## src/rtl/dcf77_tx_if.sv

```systemverilog
// dcf77_tx_if: field load, transmit control and status signals of the DCF77
// frame transmitter. clk/rst stay plain ports on the module.
interface dcf77_tx_if;
  logic       clk_en;
  logic       enable;
  logic       load;
  logic [6:0] minute;
  logic [5:0] hour;
  logic [5:0] day;
  logic [2:0] dow;
  logic [4:0] month;
  logic [7:0] year;
  logic       cest;
  logic       ready;
  logic       tx;
  logic [5:0] sec;
  logic       minute_start;
  logic       underrun;
  logic       load_err;

  modport master (
    output clk_en, enable, load, minute, hour, day, dow, month, year, cest,
    input  ready, tx, sec, minute_start, underrun, load_err
  );

  modport slave (
    input  clk_en, enable, load, minute, hour, day, dow, month, year, cest,
    output ready, tx, sec, minute_start, underrun, load_err
  );
endinterface

```

## src/rtl/dcf77_tx.sv

```systemverilog
// dcf77_tx: DCF77 minute-frame transmitter. BCD fields are packed into a
// 59-bit frame with even parities, double-buffered (pending -> active) and
// sent LSB first as 100 ms / 200 ms pulses, one per second, with second 59
// left empty as the minute mark.
// Optional build macro: DCF77_TX_CHECK_EN (range-check fields on load).
module dcf77_tx #(
  parameter int unsigned PULSE0    = 10,
  parameter int unsigned PULSE1    = 20,
  parameter int unsigned TICKS_SEC = 100
) (
  input  logic       clk,
  input  logic       rst,
  dcf77_tx_if.slave  bus
);

  localparam int unsigned TW = $clog2(TICKS_SEC);
  localparam logic [TW-1:0] TICK_LAST = TW'(TICKS_SEC - 1);

  typedef enum logic [1:0] {S_IDLE, S_GAP, S_SEND} state_t;

  state_t        r_state, w_state_n;
  logic [TW-1:0] r_tick, w_tick_n;
  logic [5:0]    r_sec, w_sec_n;
  logic          r_tx, w_tx_n;
  logic          r_ms, w_ms_n;
  logic          r_ur, w_ur_n;
  logic          w_take;
  logic [TW-1:0] w_plen;

  logic [58:0]   r_pending;
  logic [58:0]   r_active;
  logic          r_pending_valid;
  logic [58:0]   w_frame;

  function automatic logic [58:0] build_frame(
    input logic [6:0] mn, input logic [5:0] hr, input logic [5:0] dy,
    input logic [2:0] dw, input logic [4:0] mo, input logic [7:0] yr,
    input logic cs);
    return {^{yr, mo, dw, dy}, yr, mo, dw, dy, ^hr, hr, ^mn, mn,
            1'b1, 1'b0, ~cs, cs, 16'h0000, 1'b0};
  endfunction

  assign w_frame = build_frame(bus.minute, bus.hour, bus.day, bus.dow,
                               bus.month, bus.year, bus.cest);

`ifdef DCF77_TX_CHECK_EN
  logic r_load_err;
  logic w_fields_ok;

  function automatic logic fields_ok(
    input logic [6:0] mn, input logic [5:0] hr, input logic [5:0] dy,
    input logic [2:0] dw, input logic [4:0] mo, input logic [7:0] yr);
    logic ok;
    ok = (mn[6:4] < 3'd6) && (mn[3:0] < 4'd10);
    ok = ok && (hr[5:4] < 2'd3) && (hr[3:0] < 4'd10)
            && !((hr[5:4] == 2'd2) && (hr[3:0] > 4'd3));
    ok = ok && (dy[3:0] < 4'd10) && !((dy[5:4] == 2'd3) && (dy[3:0] > 4'd1));
    ok = ok && (dw != 3'd0);
    ok = ok && (mo[3:0] < 4'd10) && !(mo[4] && (mo[3:0] > 4'd2));
    ok = ok && (yr[7:4] < 4'd10) && (yr[3:0] < 4'd10);
    return ok;
  endfunction

  assign w_fields_ok  = fields_ok(bus.minute, bus.hour, bus.day, bus.dow,
                                  bus.month, bus.year);
  assign bus.load_err = r_load_err;
`else
  assign bus.load_err = 1'b0;
`endif

  assign bus.ready        = ~r_pending_valid;
  assign bus.tx           = r_tx;
  assign bus.sec          = r_sec;
  assign bus.minute_start = r_ms;
  assign bus.underrun     = r_ur;

  // FSM and counter state register
  always_ff @(posedge clk) begin
    if (rst) begin
      r_state <= S_IDLE;
      r_tick  <= '0;
      r_sec   <= '0;
      r_tx    <= 1'b0;
      r_ms    <= 1'b0;
      r_ur    <= 1'b0;
    end else begin
      r_state <= w_state_n;
      r_tick  <= w_tick_n;
      r_sec   <= w_sec_n;
      r_tx    <= w_tx_n;
      r_ms    <= w_ms_n;
      r_ur    <= w_ur_n;
    end
  end

  // Next state, tick/second counters and registered outputs
  always_comb begin
    w_state_n = r_state;
    w_tick_n  = r_tick;
    w_sec_n   = r_sec;
    w_tx_n    = r_tx;
    w_ms_n    = 1'b0;
    w_ur_n    = 1'b0;
    w_take    = 1'b0;
    w_plen    = r_active[r_sec] ? TW'(PULSE1) : TW'(PULSE0);
    if (bus.clk_en) begin
      if (r_state == S_IDLE) begin
        if (bus.enable) begin
          w_state_n = S_GAP;
          w_tick_n  = '0;
          w_sec_n   = 6'd59;
          w_tx_n    = 1'b0;
        end
      end else if (!bus.enable) begin
        w_state_n = S_IDLE;
        w_tick_n  = '0;
        w_sec_n   = '0;
        w_tx_n    = 1'b0;
      end else if (r_tick == TICK_LAST) begin
        // Every wrap into a SEND second starts a pulse at tick 0.
        w_tick_n = '0;
        if (r_state == S_GAP) begin
          if (r_pending_valid) begin
            w_take    = 1'b1;
            w_ms_n    = 1'b1;
            w_state_n = S_SEND;
            w_sec_n   = '0;
            w_tx_n    = 1'b1;
          end else begin
            w_ur_n = 1'b1;
            w_tx_n = 1'b0;
          end
        end else if (r_sec == 6'd58) begin
          w_state_n = S_GAP;
          w_sec_n   = 6'd59;
          w_tx_n    = 1'b0;
        end else begin
          w_sec_n = r_sec + 6'd1;
          w_tx_n  = 1'b1;
        end
      end else begin
        w_tick_n = r_tick + TW'(1);
        w_tx_n   = (r_state == S_SEND) && (w_tick_n < w_plen);
      end
    end
  end

  // Frame buffers: load into pending, hand over to active at the GAP wrap
  always_ff @(posedge clk) begin
    if (rst) begin
      r_pending       <= '0;
      r_active        <= '0;
      r_pending_valid <= 1'b0;
`ifdef DCF77_TX_CHECK_EN
      r_load_err      <= 1'b0;
`endif
    end else begin
`ifdef DCF77_TX_CHECK_EN
      r_load_err <= 1'b0;
`endif
      if (w_take) begin
        r_active        <= r_pending;
        r_pending_valid <= 1'b0;
      end else if (bus.load && !r_pending_valid) begin
`ifdef DCF77_TX_CHECK_EN
        if (w_fields_ok) begin
          r_pending       <= w_frame;
          r_pending_valid <= 1'b1;
        end else begin
          r_load_err <= 1'b1;
        end
`else
        r_pending       <= w_frame;
        r_pending_valid <= 1'b1;
`endif
      end
    end
  end

endmodule

```

## src/flat_wrapper.sv

```systemverilog
// flat-port wrapper written by rule: the top's interface ports become plain ports
module dcf77_tx_flat 
#(
  parameter int unsigned PULSE0    = 10,
  parameter int unsigned PULSE1    = 20,
  parameter int unsigned TICKS_SEC = 100
)
  (clk, rst, bus_clk_en, bus_enable, bus_load, bus_minute, bus_hour, bus_day, bus_dow, bus_month, bus_year, bus_cest, bus_ready, bus_tx, bus_sec, bus_minute_start, bus_underrun, bus_load_err);
  dcf77_tx_if bus_i ();
  input  logic clk;
  input  logic rst;
  input wire logic [$bits(bus_i.clk_en)-1:0] bus_clk_en;
  input wire logic [$bits(bus_i.enable)-1:0] bus_enable;
  input wire logic [$bits(bus_i.load)-1:0] bus_load;
  input wire logic [$bits(bus_i.minute)-1:0] bus_minute;
  input wire logic [$bits(bus_i.hour)-1:0] bus_hour;
  input wire logic [$bits(bus_i.day)-1:0] bus_day;
  input wire logic [$bits(bus_i.dow)-1:0] bus_dow;
  input wire logic [$bits(bus_i.month)-1:0] bus_month;
  input wire logic [$bits(bus_i.year)-1:0] bus_year;
  input wire logic [$bits(bus_i.cest)-1:0] bus_cest;
  output wire logic [$bits(bus_i.ready)-1:0] bus_ready;
  output wire logic [$bits(bus_i.tx)-1:0] bus_tx;
  output wire logic [$bits(bus_i.sec)-1:0] bus_sec;
  output wire logic [$bits(bus_i.minute_start)-1:0] bus_minute_start;
  output wire logic [$bits(bus_i.underrun)-1:0] bus_underrun;
  output wire logic [$bits(bus_i.load_err)-1:0] bus_load_err;
  assign bus_i.clk_en = bus_clk_en;
  assign bus_i.enable = bus_enable;
  assign bus_i.load = bus_load;
  assign bus_i.minute = bus_minute;
  assign bus_i.hour = bus_hour;
  assign bus_i.day = bus_day;
  assign bus_i.dow = bus_dow;
  assign bus_i.month = bus_month;
  assign bus_i.year = bus_year;
  assign bus_i.cest = bus_cest;
  assign bus_ready = bus_i.ready;
  assign bus_tx = bus_i.tx;
  assign bus_sec = bus_i.sec;
  assign bus_minute_start = bus_i.minute_start;
  assign bus_underrun = bus_i.underrun;
  assign bus_load_err = bus_i.load_err;
  dcf77_tx #(.PULSE0(PULSE0), .PULSE1(PULSE1), .TICKS_SEC(TICKS_SEC)) u_core (.clk(clk), .rst(rst), .bus(bus_i));
endmodule
```

## config.mk

```make
export PLATFORM = sky130hd
export DESIGN_NAME = dcf77_tx_flat
export DESIGN_NICKNAME = d
export VERILOG_FILES = /design/src/rtl/dcf77_tx_if.sv /design/src/rtl/dcf77_tx.sv /design/src/flat_wrapper.sv
export SDC_FILE = /design/constraint.sdc
export NUM_CORES = 1
export LEC_CHECK = 0
export ABC_CLOCK_PERIOD_IN_PS = 2800
export CAP_MARGIN = 20
export CORE_MARGIN = 10
export CORE_UTILIZATION = 56
export DETAILED_ROUTE_END_ITERATION = 10
export PLACE_DENSITY = 0.82
export SLEW_MARGIN = 20
export SYNTH_ARGS = -nofsm -noshare
export SYNTH_HDL_FRONTEND = slang
export SYNTH_SLANG_ARGS = --single-unit
```

## constraint.sdc

```tcl
create_clock -name clk -period 2.8 [get_ports clk]
set_clock_uncertainty 0.05 [all_clocks]
set_input_delay 0.56 -clock clk [delete_from_list [all_inputs] [get_ports clk]]
set_output_delay 0.56 -clock clk [all_outputs]
set_load 0.02 [all_outputs]
```

## Word level (Yosys, flattened, before mapping)

Cells that the tools add are included.

- Register bits: 101
- Input bits: 41
- Logic and storage cells: 75

- Add/sub/neg operators: 2
- $lt $le $gt $ge: 2
- Equal/unequal tests: 8
- Multiplexer cells: 34
- Bitwise gates (word level): 7
- Reductions and logical operators: 13

Operators by type and width:

| cell | number |
|---|---|
| $mux 6 | 7 |
| $mux 7 | 4 |
| $reduce_xor 22->1 | 1 |
| $mux 1 | 14 |
| $mux 2 | 7 |
| $add 7x1->7 const B | 1 |
| $eq 7x7->1 const B | 1 |
| $lt 6x7->1 const B | 1 |
| $lt 7x7->1 | 1 |
| $not 1->1 | 7 |
| $reduce_xor 7->1 | 1 |
| $add 6x1->6 const B | 1 |
| $bmux 1 s6 | 1 |
| $eq 6x6->1 const B | 1 |
| $reduce_or 6->1 | 1 |
| $reduce_xor 6->1 | 1 |
| $mux 5 | 1 |
| $reduce_and 5->1 | 1 |
| $ne 4x1->1 const B | 1 |
| $ne 4x2->1 const B | 1 |
| $reduce_and 2->1 | 2 |
| $reduce_and 4->1 | 1 |
| $ne 3x1->1 const B | 1 |
| $eq 2x1->1 const B | 1 |
| 6 further kinds | 7 |

## Depth between registers and ports, before layout

- Depth in word-level cells: 8
- Mapped depth: 13

## Least setup slack after synthesis

OpenSTA, ideal clock, no wires.

- Path kind: reg-to-reg
- Start point: register u_core.r_sec[0] (netlist: u_core.bus.sec[0])
- End point: register u_core.r_tx (netlist: u_core.bus.tx)
- Library setup time: 0.070 ns
- Arrival time: 2.245 ns
- Data required time: 2.680 ns
- Path slack: 0.435 ns
- Cell stages (with the launch flop): 13
- Buffers on the path: 2
- Cells stage by stage: dfxtp_1 > buf_2 > buf_2 > mux2i_1 > a22oi_1 > nand3_1 > nand3_1 > nor2_1 > ha_1 > nand2_1 > nand4_1 > nor4_1 > o2bb2ai_1

- Word-level cells in the longest chain between the ends: 8

RTL lines:

| what | line | RTL |
|---|---|---|
| start: declaration | dcf77_tx.sv:23 | `logic [5:0] r_sec, w_sec_n;` |
| start signal: assignment | dcf77_tx.sv:89 | `r_sec <= w_sec_n;` |
| $bmux 1 s6 | dcf77_tx.sv:105 | `w_plen = r_active[r_sec] ? TW'(PULSE1) : TW'(PULSE0);` |
| $mux 1 (not written as such) | dcf77_tx.sv:105 |  |
| $mux 5 | dcf77_tx.sv:105 |  |
| $lt 7x7->1 | dcf77_tx.sv:143 | `w_tx_n = (r_state == S_SEND) && (w_tick_n < w_plen);` |
| $logic_and 1x1->1 | dcf77_tx.sv:143 |  |
| $mux 1 * | dcf77_tx.sv:119 | `end else if (r_tick == TICK_LAST) begin` |
| $mux 1 * | dcf77_tx.sv:114 | `end else if (!bus.enable) begin` |
| $mux 1 * | dcf77_tx.sv:107 | `if (r_state == S_IDLE) begin` |
| end signal: assignment | dcf77_tx.sv:90 | `r_tx <= w_tx_n;` |
| end: declaration | dcf77_tx.sv:24 | `logic r_tx, w_tx_n;` |

Every way passes the cells marked *; elsewhere a longest branch is shown, timed or not. The select of a mux whose other input is x is not followed.
A chain may end at the register's enable or synchronous reset.

## Worst setup path after layout

Same ends and word-level chain as after synthesis.

==> flow_metrics.py <==
metrics = {
    "status": {
        "status": "finished clean",
    },
    "route": {
        "avgRoutedWirePerCell_microns": 15.3,
        "drt_first_iter_violations": 133,
        "via_per_inst": 5.68,
        "drtAntennaViolNets": 0,
        "vias": 3638,
        "drt-pass1-iter-count": 4,
        "routed_wl_mm": 9.80,
        "drc": 0,
    },
    "yosys": {
        "syn_inst": 500,
        "synth_top_cell_by_area": "dfxtp_1",
        "ys_ff_latch": 101,
        "synth_commonest_cells": "dfxtp_1 (101), nand2_1 (88), a21oi_1 (50), a22o_1 (41), xnor2_1 (32)",
        "post_synth.cell_area_avg_sq_um": 8.99,
        "yosysWarningCount": 0,
        "synthDistinctLibCells": 50,
        "synth_edf_count": 0,
        "synth_area_leaders": "dfxtp_1 (45%), a22o_1 (8.0%), nand2_1 (7.3%)",
        "yosysMostFrequentCell": "dfxtp_1",
        "synth_ff_type": "dfxtp_1",
        "async_flop_share_pct": 0,
        "synth_top_area_share_pct": 45.0,
        "syn-num-nets": 547,
        "syn_area_sq_um": 4500,
        "yosysSeqAreaShare_pct": 45.0,
    },
    "grt": {
        "globalRoute.totalOverflow": 0,
        "grt_pass1_wl_mm": 16.2,
        "antenna_found_initial": 0,
        "grt_pass1_vias": 3519,
        "track_usage_pct": 16.4,
        "grt_max_degree": 43,
    },
    "cells_and_area": {
        "final_core_util_pct": 67.3,
        "design_area_sq_um": 5230,
        "final_net_count": 581,
        "nFillCells": 640,
        "drive_gt1_share_pct": 6.13,
        "syn_to_final_growth_pct": 16.4,
        "antennaDiodeCount": 0,
    },
    "clocking": {
        "htreeDepth": 3,
        "cts_root_buf": "clkbuf_8",
        "post_cts_buffers": 0,
        "cts_resized": 0,
        "clockBufferDepth": 2,
        "clk_latency_ns": 0.36,
        "holdBufCountCts": 0,
        "clkTransAtPathRegs_ns": 0.09,
        "cts_buffers": 9,
        "tritoncts": "yes",
        "clock-sinks": 101,
    },
    "floorplanning": {
        "rows": 32,
        "die_x_microns": 110,
        "die-area_sq_um": 12000,
        "initial_utilization_pct": 57.9,
        "ios": 52,
        "core_area_sq_um": 7770,
        "fp.dieH_microns": 110,
    },
    "power_and_ir_drop": {
        "power_per_cell_area_nw_per_um2": 566,
        "sequentialPowerShare_pct": 51.5,
        "internal-power_mw": 2.19,
        "comb_power_share_pct": 15.2,
        "p_sw_share_pct": 26.0,
        "ir_worst_vdd_mv": 0.272,
        "p_leak_nw": 1.93,
        "clkPwrFrac_pct": 33.3,
        "switchingPower_mw": 0.769,
        "fin_total_pwr_mw": 2.96,
    },
    "timing": {
        "drv_slew": 0,
        "setup_violations": 0,
        "finalCriticalPeriod_ns": 2.45,
        "setup_ws_ns": 0.350,
        "fmax_mhz": 408,
        "layout_worst_path_cycle_share_pct": 87.5,
        "hold_violations": 0,
        "relSlewSlack_pct": 61.6,
        "worstMarginPinSlew_ns": 0.576,
        "rsz0062_at_grt": "false",
        "fin_setup_tns_ns": 0,
    },
    "placed_design": {
        "dp_slack_ns": 0.283,
        "dp_hpwl_mm": 7.09,
        "post_dp_cell_area_sq_um": 5020,
        "port_buffers": 50,
        "gp_congestion": 0.947,
    },
    "setup_path": {
        "cp_cell_sequence": "buf_4, buf_4, mux2i_1, a22oi_1, nand3_1, nand3_1, nor2_1, ha_1, nand2_1, nand4_1, nor4_1, o2bb2ai_1",
        "cp.arrival_ns": 2.70,
        "critical_path.slowest_cell": "dfxtp_1",
        "cp.required_ns": 3.05,
        "cp-end-kind": "flip-flop",
        "timing_worst_setup_path_type": "flip-flop to flip-flop",
        "crit_path_max_incr_delay_ns": 0.35,
        "worst-path-max-fanout": 13,
        "worstSetupStartpointType": "flip-flop",
    },
    "flow_run": {
        "max_cap_viol_count": 0,
    },
    "worst_hold_path": {
        "hp-class": "flip-flop to flip-flop",
    },
}
layout make-up:
type / count / area [sq um] / share of cell area, %
Clock buffer: 10 / 128 / 2.44
Clock inverter: 5 / 83.8 / 1.60
Inverter: 10 / 37.5 / 0.718
Multi-Input combinational cell: 353 / 2260 / 43.1
Sequential cell: 101 / 2020 / 38.7
Tap cell: 102 / 128 / 2.44
Timing Repair Buffer: 59 / 576 / 11.0
final timing paths:
kind	cells past startpoint	endpoint	from	slack [ns]
worst max register to register	12	u_core.bus.tx	u_core.bus.sec[0]	0.35
worst max-delay path	12	u_core.bus.tx	u_core.bus.sec[0]	0.35
worst min-delay path	2	u_core.r_pending[56]	u_core.r_pending[56]	0.41
worst min register to register	2	u_core.r_pending[56]	u_core.r_pending[56]	0.41
power groups by stage:
stage | logic [mW] | clock network (mW) | registers, mW
after global routing | 0.492 | 1.05 | 1.53
after floorplan | 0.295 | 0 | 1.55
final | 0.451 | 0.987 | 1.52
after detailed placement | 0.450 | 0 | 1.56
after CTS | 0.452 | 0.997 | 1.52
after global placement | 0.435 | 0 | 1.55
cells in the final DEF (no fill, tap or decap), drive strengths merged, types with 2 or more instances in the layout:
cell             n
a22oi           10
a21oi           50
and2             3
nand2b           2
and3             2
nor3             2
bufinv           2
nand3b           2
xnor2           32
a21o             2
clkinvlp         2
buf             10
nand3           11
a211oi           5
nand2           88
clkdlybuf4s50   49
a221oi           2
ha               6
a41oi            2
xor2             6
a2111oi          3
nor2b            5
dfxtp          101
nor4             3
clkbuf          10
o21ai            8
o22ai            2
nor2            29
nand4            2
a22o            41
o221a            2
inv             11
mux2i           20
through the flow:
| step | std cells | hold slack, ns |
|---|---|---|
| 2_1_floorplan | 500 | 0.382 |
| 3_3_place_gp | 625 | 0.395 |
| 3_5_place_dp | 625 | 0.397 |
| 4_1_cts | 640 | 0.409 |
| 5_1_grt | 640 | 0.429 |
| 6_report | 640 | 0.407 |
kinds of logic after synthesis:
| family | share of synthesized area, % |
|---|---|
| AOI/OAI and AO/OA | 20.7 |
| xor gates and xnor gates | 7.40 |
| adders and majority gates | 1.67 |
| buffers and inverters | 4.93 |
| DFF | 45.0 |
| muxes | 4.45 |
| other | 0.0834 |
| and+or+nand+nor | 15.8 |
metal layers:
layer / share of wire [%] / vias up / GRT usage [%]
met5: 0 / - / 0
met4: 1.7 / 0 / 7.06
met3: 5.3 / 17 / 4.15
met2: 48 / 82 / 26.1
met1: 45 / 1713 / 20.8
li1: - / 1826 / -
flip-flops by register name (all words and copies together), names as in the netlist:
signal,flops
u_core.bus.minute_start,1
u_core.bus.sec,6
u_core.bus.tx,1
u_core.bus.underrun,1
u_core.r_active,41
u_core.r_pending,41
u_core.r_pending_valid,1
u_core.r_state,2
u_core.r_tick,7
critical path: cells and delay by family (launching register included):
family,cells,cell delay (ns)
compound gates,2,0.25
fa+ha+maj,1,0.28
buf+inv,2,0.43
flops,1,0.35
mux,1,0.22
simple gates,6,0.81
(Power assumes the default switching activity.)
